===== config.mk =====
export PLATFORM = sky130hd
export DESIGN_NAME = hs32_mem_arbiter
export DESIGN_NICKNAME = d
export VERILOG_FILES = /design/src/rtl/hs32_mem_arbiter.sv
export SDC_FILE = /design/constraint.sdc
export NUM_CORES = 1
export LEC_CHECK = 0
export CORE_ASPECT_RATIO = 0.5
export CORE_MARGIN = 3
export CORE_UTILIZATION = 38
export CTS_CLUSTER_SIZE = 12
export DETAILED_ROUTE_END_ITERATION = 16
export GPL_TIMING_DRIVEN = 0
export PLACE_DENSITY = 0.75
export SETUP_SLACK_MARGIN = 0.15
export SYNTH_ARGS = -nofsm -noshare
export SYNTH_HDL_FRONTEND = slang
export SYNTH_SLANG_ARGS = --single-unit

===== constraint.sdc =====
create_clock -name clk -period 2.08 [get_ports clk]
set_input_delay 0.416 -clock clk [delete_from_list [all_inputs] [get_ports clk]]
set_output_delay 0.416 -clock clk [all_outputs]
set_load 0.02 [all_outputs]

===== src/rtl/hs32_mem_arbiter.sv =====
// rtl/hs32_mem_arbiter.sv - round-robin two-port memory arbiter for the HS32 core
// One transaction in flight at a time; a saturating counter aborts a bus that never acks.
module hs32_mem_arbiter #(
  parameter int TIMEOUT = 255,
  parameter int TW      = 8
) (
  input  logic        clk,
  input  logic        reset,
  input  logic [31:0] i_addr,
  input  logic        i_reqm,
  output logic [31:0] i_dtr,
  output logic        i_ackm,
  output logic        i_err,
  input  logic [31:0] d_addr,
  input  logic [31:0] d_dtw,
  input  logic        d_rw,
  input  logic        d_reqm,
  output logic [31:0] d_dtr,
  output logic        d_ackm,
  output logic        d_err,
  output logic [31:0] addr,
  output logic [31:0] dtw,
  output logic        rw,
  output logic        reqm,
  input  logic [31:0] dtr,
  input  logic        ackm
);

  typedef enum logic [1:0] {IDLE, BUSY, RESP} state_t;

  localparam logic [TW-1:0] TO_LIM = TW'(TIMEOUT);

  state_t      state_q, state_d;
  logic        last_q, last_d;
  logic        win_q, win_d;
  logic [TW-1:0] cnt_q, cnt_d;
  logic [31:0] addr_q, addr_d;
  logic [31:0] dtw_q, dtw_d;
  logic        rw_q, rw_d;
  logic        reqm_q, reqm_d;
  logic [31:0] i_dtr_q, i_dtr_d;
  logic [31:0] d_dtr_q, d_dtr_d;
  logic        i_ack_q, i_ack_d;
  logic        d_ack_q, d_ack_d;
  logic        i_err_q, i_err_d;
  logic        d_err_q, d_err_d;

  logic          grant;
  logic          grant_port;
  logic [TW-1:0] cnt_inc;
  logic          expire;

  // On a tie the port that did not win last time is served.
  always_comb begin
    grant      = i_reqm | d_reqm;
    grant_port = (i_reqm && d_reqm) ? ~last_q : d_reqm;
    cnt_inc    = (cnt_q == {TW{1'b1}}) ? cnt_q : cnt_q + 1'b1;
    expire     = (TIMEOUT != 0) && (cnt_inc == TO_LIM);
  end

  always_ff @(posedge clk) begin
    if (reset) begin
      state_q <= IDLE;
      last_q  <= 1'b1;
      win_q   <= 1'b0;
      cnt_q   <= '0;
      addr_q  <= '0;
      dtw_q   <= '0;
      rw_q    <= 1'b0;
      reqm_q  <= 1'b0;
      i_dtr_q <= '0;
      d_dtr_q <= '0;
      i_ack_q <= 1'b0;
      d_ack_q <= 1'b0;
      i_err_q <= 1'b0;
      d_err_q <= 1'b0;
    end else begin
      state_q <= state_d;
      last_q  <= last_d;
      win_q   <= win_d;
      cnt_q   <= cnt_d;
      addr_q  <= addr_d;
      dtw_q   <= dtw_d;
      rw_q    <= rw_d;
      reqm_q  <= reqm_d;
      i_dtr_q <= i_dtr_d;
      d_dtr_q <= d_dtr_d;
      i_ack_q <= i_ack_d;
      d_ack_q <= d_ack_d;
      i_err_q <= i_err_d;
      d_err_q <= d_err_d;
    end
  end

  always_comb begin
    state_d = state_q;
    case (state_q)
      IDLE:    if (grant) state_d = BUSY;
      BUSY:    if (ackm || expire) state_d = RESP;
      RESP:    state_d = IDLE;
      default: state_d = IDLE;
    endcase
  end

  always_comb begin
    last_d  = last_q;
    win_d   = win_q;
    cnt_d   = cnt_q;
    addr_d  = addr_q;
    dtw_d   = dtw_q;
    rw_d    = rw_q;
    reqm_d  = reqm_q;
    i_dtr_d = i_dtr_q;
    d_dtr_d = d_dtr_q;
    i_ack_d = 1'b0;
    d_ack_d = 1'b0;
    i_err_d = 1'b0;
    d_err_d = 1'b0;
    case (state_q)
      IDLE: begin
        if (grant) begin
          win_d  = grant_port;
          last_d = grant_port;
          cnt_d  = '0;
          reqm_d = 1'b1;
          addr_d = grant_port ? d_addr : i_addr;
          dtw_d  = grant_port ? d_dtw : 32'h0;
          rw_d   = grant_port & d_rw;
        end
      end
      BUSY: begin
        cnt_d = cnt_inc;
        // A real ack in the expiry cycle takes priority over the abort.
        if (ackm) begin
          reqm_d = 1'b0;
          if (win_q) begin
            d_dtr_d = dtr;
            d_ack_d = 1'b1;
          end else begin
            i_dtr_d = dtr;
            i_ack_d = 1'b1;
          end
        end else if (expire) begin
          reqm_d = 1'b0;
          if (win_q) begin
            d_dtr_d = 32'h0;
            d_ack_d = 1'b1;
            d_err_d = 1'b1;
          end else begin
            i_dtr_d = 32'h0;
            i_ack_d = 1'b1;
            i_err_d = 1'b1;
          end
        end
      end
      default: ;
    endcase
  end

  assign addr   = addr_q;
  assign dtw    = dtw_q;
  assign rw     = rw_q;
  assign reqm   = reqm_q;
  assign i_dtr  = i_dtr_q;
  assign d_dtr  = d_dtr_q;
  assign i_ackm = i_ack_q;
  assign d_ackm = d_ack_q;
  assign i_err  = i_err_q;
  assign d_err  = d_err_q;

endmodule


**After elaboration in Yosys (flattened, before gate mapping)**

Index checks and enable logic that the tools add are counted.

- Multiplexer cells: 27
- Equality and inequality tests: 6
- $add $sub $neg: 1
- Reductions and logical operators: 13
- Bitwise gates (word level): 5

Operators with widths:

| kind | number |
|---|---|
| $mux W32 | 10 |
| $eq A8 B8 Y1 const B | 2 |
| $mux W8 | 2 |
| $pmux W8 S2 | 1 |
| $mux W1 | 10 |
| $reduce_and A3 Y1 | 3 |
| $add A8 B1 Y8 const B | 1 |
| $reduce_and A2 Y1 | 3 |
| $mux W2 | 2 |
| $ne A2 B2 Y1 const B | 2 |
| $pmux W2 S2 | 1 |
| $reduce_bool A2 Y1 | 2 |
| $ne A3 B3 Y1 const B | 1 |
| $not A1 Y1 | 3 |
| $reduce_or A3 Y1 | 1 |
| $eq A2 B1 Y1 const B | 1 |
| $logic_not A2 Y1 | 1 |
| $pmux W1 S2 | 1 |
| $reduce_or A2 Y1 | 1 |
| $and A1 B1 Y1 | 1 |
| $logic_and A1 B1 Y1 | 1 |
| $logic_or A1 B1 Y1 | 1 |
| $or A1 B1 Y1 | 1 |

- Input bits: 134
- Bits in registers: 146
- Word-level logic and storage cells: 66
- Output and inout port bits: 134

**Longest topological paths before layout**

- Word-level depth: 6
- Depth in mapped cells: 9
- Depth with buffers taken out: 6

**Worst setup path after synthesis**

OpenSTA, ideal clock, no wires.

- Path kind: register -> register
- From: register cnt_q[1]
- To: register i_dtr_q[24], in the netlist i_dtr[24]
- Required time: 1.941 ns
- Slack: -0.003 ns
- Path buffers: 3
- Arrival: 1.945 ns
- Setup time: 0.139 ns
- Stages on the path, launching flop included: 10
- Period minus slack after synthesis: 2.083 ns
- Path through: dfxtp_1 -> ha_1 -> and4_1 -> buf_2 -> mux2i_1 -> nor3_1 -> a211oi_2 -> buf_4 -> buf_6 -> a311oi_1

- Longest elaborated chain between the ends: 5
- Elaborated cells on any way between the ends: 6
- Those cells by class: add/sub (1); eq/ne (2); mux (1); reduce/logical (2)

RTL lines:

| item | RTL line | text |
|---|---|---|
| from (decl) | 36 | `logic [TW-1:0] cnt_q, cnt_d;` |
| from (signal assigned) | 81 | `cnt_q <= cnt_d;` |
| $add A8 B1 Y8 or $eq A8 B8 Y1 (tied branches) | 57 | `cnt_inc = (cnt_q == {TW{1'b1}}) ? cnt_q : cnt_q + 1'b1;` |
| $mux W8 (*) | 57 |  |
| $eq A8 B8 Y1 (*) | 58 | `expire = (TIMEOUT != 0) && (cnt_inc == TO_LIM);` |
| $reduce_bool A2 Y1 (no line) (*) | - |  |
| $reduce_and A3 Y1 (no line) (*) | - |  |
| to (signal assigned) | 86 | `i_dtr_q <= i_dtr_d;` |
| to (decl) | 41 | `logic [31:0] i_dtr_q, i_dtr_d;` |

Mark *: on every way between the ends. The rest lies on a longest branch, timed or not.
A chain may end at the register's enable or synchronous reset.

**Final worst setup path**

- From: register cnt_q[1]
- To: register i_dtr_q[29], in the netlist i_dtr[29]

Same word-level chain as after synthesis.

==> flow_summary.json <==
{
  "place_area_sq_um": 8912,
  "hold_path.class": "register to register",
  "drtAntennaViolNets": 0,
  "num_io_pins": 268,
  "arrival_ps": 2300,
  "r2r-start": "cnt_q[1]$_SDFFE_PP0P_",
  "hpwl_um": 15280,
  "clock_path_buffers": 2,
  "fin_crit_ps": 1996,
  "hp-start": "last_q$_SDFFE_PP1P_",
  "synth.net_count": 800,
  "die_area_sq_um": 17370,
  "antenna_found_initial": 0,
  "outcome": "finished clean",
  "period_share_pct": 95.95,
  "cts_max_level": 4,
  "rsz0062_at_grt": "true",
  "initial_core_util_pct": 40.04,
  "ys_seq_area_share_pct": 48.88,
  "reg2reg_to": "i_dtr[29]$_SDFFE_PP0P_",
  "grt_pass1_wl_um": 32420,
  "synth_edf_count": 0,
  "ys_seq_elements": 146,
  "grt_pass1_vias": 6212,
  "synth.cell_area_sq_um": 5979,
  "numCtsBuffers": 17,
  "fin_hold_ws_ps": 480.3,
  "cts_tree": "done",
  "area_growth_pct": 64.36,
  "final_nets": 1094,
  "wl_met2_um": 9984,
  "final_common_cell": "clkdlybuf4s50_1",
  "die-width_um": 183.4,
  "n_fill_cell": 1192,
  "max-slew-margin-rel_pct": 53.75,
  "wl_met3_um": 1590,
  "fmax_ghz": 0.5011,
  "tightest_slew_ps": 693.7,
  "power_density_nw_per_um2": 734.8,
  "grt-ovfl-total": 0,
  "timing.reg2reg.setup_slack_ps": 80,
  "wirelength_um": 20800,
  "required_ps": 2380,
  "final_area_sq_um": 9828,
  "drc": 0,
  "diodes": 0,
  "setup-tns-final_ps": 0,
  "drive_gt1_share_pct": 11.73,
  "clk_latency_ps": 410,
  "highest_layer": "met4",
  "syn_inst": 665,
  "wl_met1_um": 8852,
  "core.rowCount": 31,
  "cts_root_buf": "clkbuf_16",
  "critPathLaunchType": "register",
  "finalHoldViolations": 0,
  "place_congestion": 0.8454,
  "grt_start_max_net_pins": 17,
  "cts.sinks": 146,
  "hold_depth": 1,
  "rr_worst_depth": 10,
  "io_buffers": 266,
  "postCtsHoldBufs": 0,
  "final_cell_mix": "clkdlybuf4s50_1 (266), dfxtp_1 (142), a21oi_1 (75)",
  "ys_async_sr_fraction_pct": 0,
  "viasPerCell": 5.457,
  "drt_iter0_drc": 458,
  "maxCapViolCount": 0,
  "skew_ps": 12.53,
  "die_y_um": 94.70,
  "endpoint_kind": "register",
  "synth_cell_type_count": 41,
  "firstDrtPassIters": 5,
  "setup_viol_count_final": 0,
  "worstSetupPathType": "register to register",
  "slew_violations": 0,
  "critPathMaxFanout": 8,
  "ir_worst_vdd_mv": 0.5994,
  "synthFlopType": "dfxtp_1",
  "via_count": 6385,
  "whs_endpoint": "last_q$_SDFFE_PP1P_",
  "grt_usage_pct": 23.05,
  "design.core.area_sq_um": 14930,
  "clkTransAtPathRegs_ps": 60,
  "ys.warnings.count": 0,
  "post_drt_wl_per_cell_um": 17.78,
  "avgSynthCellArea_sq_um": 8.992,
  "p_leak_nw": 3.381
}
cell usage after synthesis, types with 4 or more instances:
master | number | share of area (%)
dfxtp_1 | 146 | 49
a21oi_1 | 75 | 6.3
nor2_1 | 75 | 4.7
nand2_1 | 68 | 4.3
a311oi_1 | 64 | 9.4
clkbuf_1 | 42 | 2.6
a211oi_1 | 36 | 4.5
a22oi_1 | 33 | 4.1
mux2i_1 | 33 | 5.5
buf_2 | 26 | 2.2
nor3_1 | 9 | 0.75
and3_1 | 8 | 0.84
and2_1 | 7 | 0.73
o21ai_0 | 6 | 0.50
nand3_1 | 4 | 0.33
kinds of logic after synthesis:
kind of cell             synth area share (%)
flip-flops                              48.88
adder cells (fa/ha/maj)                0.2092
multiplexers                            5.524
AO/OA/AOI/OAI                           26.87
AND/OR/NAND/NOR                         13.27
buffers and inverters                   5.252
power by group:
part	internal [mW]	leakage, nW	switching, mW
combinational	0.621	1.92	0.632
clock	1.73	0.270	1.25
sequential	2.92	1.19	0.0725
total	5.27	3.38	1.95
metal layers:
layer  track usage, %  vias up
met2            39.10      269
met1            29.20     3019
met5                0        -
met3            6.195       37
met4            6.460        0
li1                 -     3060
stage by stage:
step / total power, mW / worst slack [ps] / util (%) / cells
2_1_floorplan: 3.595 / 159.7 / - / 665
3_3_place_gp: 4.233 / -503.3 / 59.68 / 1129
3_5_place_dp: 4.254 / -539.8 / 59.68 / 1129
4_1_cts: 7.247 / 116.9 / 64.91 / 1167
5_1_grt: 7.500 / 16.17 / 65.81 / 1170
6_report: 7.222 / 84.21 / 65.81 / 1170
flip-flops by register name, summed over array words and instances, names as in the netlist:
| register | flops |
|---|---|
| addr | 32 |
| cnt_q | 8 |
| d_ackm | 1 |
| d_dtr | 32 |
| d_err | 1 |
| dtw | 32 |
| i_ackm | 1 |
| i_dtr | 32 |
| i_err | 1 |
| last_q | 1 |
| reqm | 1 |
| rw | 1 |
| state_q | 2 |
| win_q | 1 |
what timing repair did:
item | CTS | global route
setup endpoints to repair | 128 | 108
pin swaps | 2 | 7
setup buffers | 7 | 2
resized for setup | 49 | 42
cloned | 0 | 1
final cells by class:
type / instances / area (sq um) / area share [%]
multi-input cells: 447 / 2885 / 29.36
flip-flops and latches: 146 / 2930 / 29.82
well taps: 198 / 247.7 / 2.521
clock buffers: 20 / 456.7 / 4.647
clock inverters: 12 / 121.4 / 1.235
inverters: 2 / 7.507 / 0.07638
plain buffers: 69 / 420.4 / 4.278
repair buffers: 276 / 2759 / 28.07
worst max-delay path by stage:
stage | from | end | slack, ps | cells after the start
6_report | cnt_q[1]$_SDFFE_PP0P_ | i_dtr[29]$_SDFFE_PP0P_ | 80 | 10
5_1_grt | cnt_q[1]$_SDFFE_PP0P_ | i_dtr[29]$_SDFFE_PP0P_ | 20 | 10
4_1_cts | cnt_q[1]$_SDFFE_PP0P_ | i_dtr[28]$_SDFFE_PP0P_ | 120 | 9
3_5_place_dp | d_reqm | dtw[7]$_SDFFE_PP0P_ | -540 | 8
3_3_place_gp | d_reqm | dtw[8]$_SDFFE_PP0P_ | -500 | 8
2_1_floorplan | cnt_q[1]$_SDFFE_PP0P_ | i_dtr[24]$_SDFFE_PP0P_ | 160 | 9
worst max-delay path, stage by stage, from the launching register on:
cell	delay, ps
dfxtp_4	350
ha_4	170
and4_1	160
buf_6	130
and3_4	170
nor3_2	160
a211oi_2	50
buf_4	180
buf_8	150
buf_8	130
a311oi_1	230
Note: power is estimated with default switching activity, not from simulation.
